### src/rtl/fetch_pkg.sv
// Shared types, line geometry and PC helpers for the fetch line buffer.
package fetch_pkg;

  typedef enum logic [1:0] {
    IDLE  = 2'd0,
    REQ   = 2'd1,
    WAIT  = 2'd2,
    SERVE = 2'd3
  } fetch_state_t;

  localparam int PC_WIDTH       = 64;
  localparam int LINE_BYTES     = 64;
  localparam int WORDS_PER_LINE = 16;
  localparam int LINE_OFF_BITS  = 6;
  localparam int WORD_IDX_BITS  = 4;

  function automatic logic [PC_WIDTH-1:0] line_addr(input logic [PC_WIDTH-1:0] pc);
    return {pc[PC_WIDTH-1:LINE_OFF_BITS], {LINE_OFF_BITS{1'b0}}};
  endfunction

  function automatic logic [WORD_IDX_BITS-1:0] word_idx(input logic [PC_WIDTH-1:0] pc);
    return pc[LINE_OFF_BITS-1:2];
  endfunction

endpackage

### src/rtl/fetch_word_select.sv
// Combinational word mux: picks one instruction out of a buffered cache line.
module fetch_word_select
  import fetch_pkg::*;
#(
  parameter int LINE_BITS   = 512,
  parameter int INSTR_WIDTH = 32
) (
  input  logic [LINE_BITS-1:0]     line_i,
  input  logic [WORD_IDX_BITS-1:0] idx_i,
  output logic [INSTR_WIDTH-1:0]   instr_o
);

  localparam int N_WORDS = LINE_BITS / INSTR_WIDTH;

  logic [INSTR_WIDTH-1:0] words [N_WORDS];

  for (genvar g = 0; g < N_WORDS; g++) begin : g_words
    assign words[g] = line_i[g*INSTR_WIDTH +: INSTR_WIDTH];
  end

  assign instr_o = words[idx_i];

endmodule

### src/rtl/fetch_line_buffer.sv
// One-line instruction buffer between memory_fetch and decode: issues words in
// PC order, refills on line exhaustion, and retargets on redirects.
module fetch_line_buffer
  import fetch_pkg::*;
#(
  parameter int ADDR_WIDTH  = 64,
  parameter int LINE_BITS   = 512,
  parameter int INSTR_WIDTH = 32
) (
  input  logic                   clk,
  input  logic                   reset_n,
  input  logic                   entry_valid,
  input  logic [ADDR_WIDTH-1:0]  entry_pc,
  output logic                   mem_req,
  output logic [ADDR_WIDTH-1:0]  mem_addr,
  input  logic [LINE_BITS-1:0]   mem_data,
  input  logic                   mem_data_valid,
  output logic [INSTR_WIDTH-1:0] instr,
  output logic [ADDR_WIDTH-1:0]  instr_pc,
  output logic                   instr_valid,
  input  logic                   instr_ready
);

  localparam int TAG_BITS = ADDR_WIDTH - LINE_OFF_BITS;

  fetch_state_t          state_q, state_d;
  logic [ADDR_WIDTH-1:0] pc_q, pc_d;
  logic [TAG_BITS-1:0]   line_tag_q, line_tag_d;
  logic                  line_valid_q, line_valid_d;
  logic                  drop_pending_q, drop_pending_d;
  logic [LINE_BITS-1:0]  line_q, line_d;
  logic                  mem_req_q, mem_req_d;
  logic [ADDR_WIDTH-1:0] mem_addr_q, mem_addr_d;

  logic [ADDR_WIDTH-1:0] redir_pc;
  logic                  redir_hit;
  logic                  xfer;
  logic                  unused_entry_lsb;

  assign redir_pc         = {entry_pc[ADDR_WIDTH-1:2], 2'b00};
  assign redir_hit        = line_valid_q && (entry_pc[ADDR_WIDTH-1:LINE_OFF_BITS] == line_tag_q);
  assign unused_entry_lsb = ^entry_pc[1:0];

  // A redirect suppresses valid in the same cycle so decode never takes a stale word.
  assign instr_valid = (state_q == SERVE) && !entry_valid;
  assign xfer        = instr_valid && instr_ready;

  assign mem_req  = mem_req_q;
  assign mem_addr = mem_addr_q;
  assign instr_pc = pc_q;

  fetch_word_select #(
    .LINE_BITS   (LINE_BITS),
    .INSTR_WIDTH (INSTR_WIDTH)
  ) u_word_select (
    .line_i  (line_q),
    .idx_i   (word_idx(pc_q)),
    .instr_o (instr)
  );

  always_comb begin
    state_d        = state_q;
    pc_d           = pc_q;
    line_tag_d     = line_tag_q;
    line_valid_d   = line_valid_q;
    drop_pending_d = drop_pending_q;
    line_d         = line_q;
    mem_addr_d     = mem_addr_q;

    unique case (state_q)
      IDLE: begin
        if (entry_valid) begin
          pc_d       = redir_pc;
          state_d    = REQ;
          mem_addr_d = line_addr(redir_pc);
        end
      end

      REQ: begin
        if (entry_valid) begin
          pc_d       = redir_pc;
          mem_addr_d = line_addr(redir_pc);
        end else begin
          state_d = WAIT;
        end
      end

      WAIT: begin
        if (entry_valid) begin
          pc_d = redir_pc;
          if (mem_data_valid) begin
            state_d        = REQ;
            drop_pending_d = 1'b0;
            mem_addr_d     = line_addr(redir_pc);
          end else begin
            drop_pending_d = 1'b1;
          end
        end else if (mem_data_valid) begin
          if (drop_pending_q) begin
            state_d        = REQ;
            drop_pending_d = 1'b0;
            mem_addr_d     = line_addr(pc_q);
          end else begin
            state_d      = SERVE;
            line_d       = mem_data;
            line_tag_d   = pc_q[ADDR_WIDTH-1:LINE_OFF_BITS];
            line_valid_d = 1'b1;
          end
        end
      end

      SERVE: begin
        if (entry_valid) begin
          pc_d = redir_pc;
          if (!redir_hit) begin
            state_d    = REQ;
            mem_addr_d = line_addr(redir_pc);
          end
        end else if (xfer) begin
          pc_d = pc_q + ADDR_WIDTH'(4);
          if (word_idx(pc_q) == WORD_IDX_BITS'(WORDS_PER_LINE - 1)) begin
            state_d    = REQ;
            mem_addr_d = line_addr(pc_q + ADDR_WIDTH'(4));
          end
        end
      end

      default: state_d = IDLE;
    endcase

    mem_req_d = (state_d == REQ) || (state_d == WAIT);
  end

  always_ff @(posedge clk or negedge reset_n) begin
    if (!reset_n) begin
      state_q        <= IDLE;
      pc_q           <= '0;
      line_tag_q     <= '0;
      line_valid_q   <= 1'b0;
      drop_pending_q <= 1'b0;
      line_q         <= '0;
      mem_req_q      <= 1'b0;
      mem_addr_q     <= '0;
    end else begin
      state_q        <= state_d;
      pc_q           <= pc_d;
      line_tag_q     <= line_tag_d;
      line_valid_q   <= line_valid_d;
      drop_pending_q <= drop_pending_d;
      line_q         <= line_d;
      mem_req_q      <= mem_req_d;
      mem_addr_q     <= mem_addr_d;
    end
  end

endmodule
### config.mk
export PLATFORM = sky130hd
export DESIGN_NAME = fetch_line_buffer
export DESIGN_NICKNAME = d
export VERILOG_FILES = /design/src/rtl/fetch_pkg.sv /design/src/rtl/fetch_word_select.sv /design/src/rtl/fetch_line_buffer.sv
export SDC_FILE = /design/constraint.sdc
export NUM_CORES = 1
export LEC_CHECK = 0
export CORE_AREA = 5 5 296 298
export DETAILED_ROUTE_END_ITERATION = 8
export DIE_AREA = 0 0 301 303
export GPL_ROUTABILITY_DRIVEN = 0
export PLACE_DENSITY = 0.78
export RECOVER_POWER = 50
export SYNTH_ARGS = -nofsm -noshare
export SYNTH_HDL_FRONTEND = slang
export SYNTH_HIERARCHICAL = 1
export SYNTH_SLANG_ARGS = --single-unit
### constraint.sdc
create_clock -name clk -period 2.32 [get_ports clk]
set_input_delay 0.348 -clock clk [delete_from_list [all_inputs] [get_ports clk]]
set_output_delay 0.348 -clock clk [all_outputs]
set_load 0.01 [all_outputs]
==> reports/metrics.yaml <==
status: "finished with violations"
violations: "setup timing"
synth_flop_cell: "dfrtp_1"
timing.rr.end: "mem_addr[41]$_DFFE_PN0P_"
slew_viol_final: 0
critPathRequiredTime_ns: 1.97
postLayoutCoreUtil: 0.601
grt_pass1_wl_mm: 197
dpl.hpwl_mm: 105
layout_min_cycle_time_ns: 3.10
drtPass1Iterations: 8
clockBufferDepth: 3
place_area_um2: 45700
core_area_um2: 84600
cts_tree: "yes"
hold_ws_ns: 0.231
hold_end: "instr_pc[13]$_DFFE_PN0P_"
gr-total-overflow: 0
worst_r2r_startpoint: "instr_pc[2]$_DFFE_PN0P_"
drive_gt1_frac: 0.424
min_path_cells: 4
rows: 107
use_met2: 0.491
synth_edf_count: 0
fin_ws_ns: -0.775
worstHoldStart: "entry_valid"
met1_usage: 0.329
via_per_inst: 5.70
antenna_found_initial: 63
reg2regPathDepth: 11
max_freq_mhz: 323
wl_mm: 139
grt_util_met3: 0.0919
ioPinCount: 743
synthToLayoutAreaGrowth_pct: 51.4
clock_latency_ns: 0.66
r2r_slack_ns: -0.49
ys_top_cells_by_count: "dfrtp_1, mux2_2, nand2_1"
power_density_nw_per_um2: 1110
start_util: 0.397
grt_max_degree: 93
numClockSinks: 695
end_kind: "output pin"
grt_use_total: 0.292
drtIter0Drc: 2437
fin_worst_skew_ns: 0.0497
postRouteAntennaNets: 0
ys_warn_count: 6
cts-root-buf: "clkbuf_16"
die_h_um: 303
cp.arrival_ns: 2.75
min_period_over_period: 1.33
cp_max_fo: 6
synth_seq_cells: 695
die_w_um: 301
final-hold-violation-count: 0
slew_headroom: 0.0479
setup_viol: 182
startpoint_type: "register"
fp.dieArea_um2: 91200
tightest_slew_ns: 1.43
layout.nets: 4350
dr_total_vias: 28584
synth_area_leaders: "dfrtp_1, mux2_2, mux4_2, nand2_1, a22oi_1"
seq_area_frac_synth: 0.518
grt.busiest_layer: "met2"
critical_path_class: "register to output pin"
cts_buffers: 77
synthArstFlopShare: 1.00
p_leak_uw: 0.0219
n_fill_cell: 6445
syn_area_per_cell_um2: 12.9
synth_top_cell_area_share: 0.518
synth_most_common_cell: "dfrtp_1"
synthCells: 2598
min_path_type: "input pin to register"
path_clk_slew_ns: 0.06
portBuffers: 732
drc: 0
htreeDepth: 3
synthDistinctLibCells: 75
synth_area_um2: 33600
synth_top_cell_by_area: "dfrtp_1"
vdd_drop_max_v: 0.000767
wl_per_cell_um: 27.8
maxCapViolCount: 0
rsz0062_at_grt: "yes"
tns_ns: -48.37
grt_pass1_vias: 29448
fin_area_um2: 50800
flip-flops by register name (all words and copies together), names as in the netlist:
name            cells
drop_pending_q      1
instr_pc           62
line_q            512
line_tag_q         58
line_valid_q        1
mem_addr           58
mem_req             1
state_q             2
worst max-delay path, stage by stage (launching register included):
cell	delay, ns
dfrtp_4	0.56
buf_12	0.18
buf_12	0.13
buf_12	0.12
buf_4	0.15
buf_4	0.13
mux4_2	0.42
a22oi_2	0.22
nand2_4	0.08
buf_6	0.12
per-layer routing:
layer  wire length (µm)  part of all wire  vias to the layer above
li1                   -                 -                    11977
met1              46800              0.34                    14293
met2              68500              0.49                     1733
met3              14400              0.10                      547
met4               9580             0.069                       34
met5                225            0.0016                        -
layout make-up:
class | instances | area, µm² | area share
sequential | 695 | 17400 | 0.342
multi-input combinational | 1671 | 16300 | 0.321
timing repair buffer | 1289 | 12900 | 0.253
clock buffer | 108 | 2190 | 0.0431
tap | 1144 | 1430 | 0.0282
clock inverter | 27 | 380 | 0.00748
inverter | 34 | 128 | 0.00251
antenna | 46 | 115 | 0.00226
placed cells by master, fill, tap and decap left out, types with 8 or more instances in the layout:
cell	n
o211ai_1	11
nor2_1	80
clkbuf_1	20
nand3_1	36
a211oi_1	9
and3_1	15
nor4_1	15
clkdlybuf4s50_1	695
dfrtp_1	691
buf_12	67
buf_4	391
o21ai_2	10
nand2_4	21
clkinv_2	11
nand2_1	148
buf_6	94
nand4_1	32
xor2_1	53
mux4_2	128
xnor2_1	44
inv_1	32
conb_1	8
nand2_2	20
a21oi_1	58
buf_8	11
a21o_1	11
a22oi_1	26
nor3_1	24
a22oi_2	56
clkbuf_8	17
nand2b_1	11
mux2i_1	16
diode_2	46
mux2_2	570
o22ai_1	15
o21ai_0	50
o21ai_1	33
clkbuf_16	80
what timing repair did:
| action | CTS | global route |
|---|---|---|
| pin swaps | 52 | 62 |
| resized for setup | 340 | 226 |
| buffers inserted | 48 | 49 |
| setup endpoints to repair | 129 | 138 |
| hold buffers | 1 | 0 |
| gates cloned | 8 | 4 |
| endpoints found under the hold margin | 36 | 0 |
metrics by stage:
stage	std cells	total power, µW	worst slack (ns)
global route	4999	58700	-0.876
detailed placement	4732	40900	-0.946
CTS	4922	55000	-0.879
floorplan	2605	30500	0.000274
finish	5014	56300	-0.775
global placement	4732	40100	-0.787
cells by family (layout without fill, tap and decap cells):
family,after synthesis,after routing,share of synthesized area
compound gates,353,353,0.0692
xor+xnor,100,100,0.0261
fa+ha+maj,1,1,0.000373
buf+inv,239,1458,0.0309
flops,695,695,0.518
mux,720,720,0.284
other cells,1,54,0.000112
simple gates,489,489,0.0716
how the worst max path moves through the flow:
stage,start,endpoint,slack [ns],cells after the start
after detailed placement,entry_pc[18],mem_addr[45]$_DFFE_PN0P_,-0.95,10
after global placement,entry_pc[18],mem_addr[61]$_DFFE_PN0P_,-0.79,10
after global routing,instr_pc[2]$_DFFE_PN0P_,instr[5],-0.88,8
after CTS,instr_pc[2]$_DFFE_PN0P_,instr[1],-0.88,8
after floorplan,instr_pc[18]$_DFFE_PN0P_,mem_addr[42]$_DFFE_PN0P_,0.0003,9
final,instr_pc[2]$_DFFE_PN0P_,instr[8],-0.78,9
where the power goes:
group	switching, µW	internal, µW
logic	9690	13100
registers	3510	17500
clock network	5420	7040
Power figures use the tool's default switching activity.
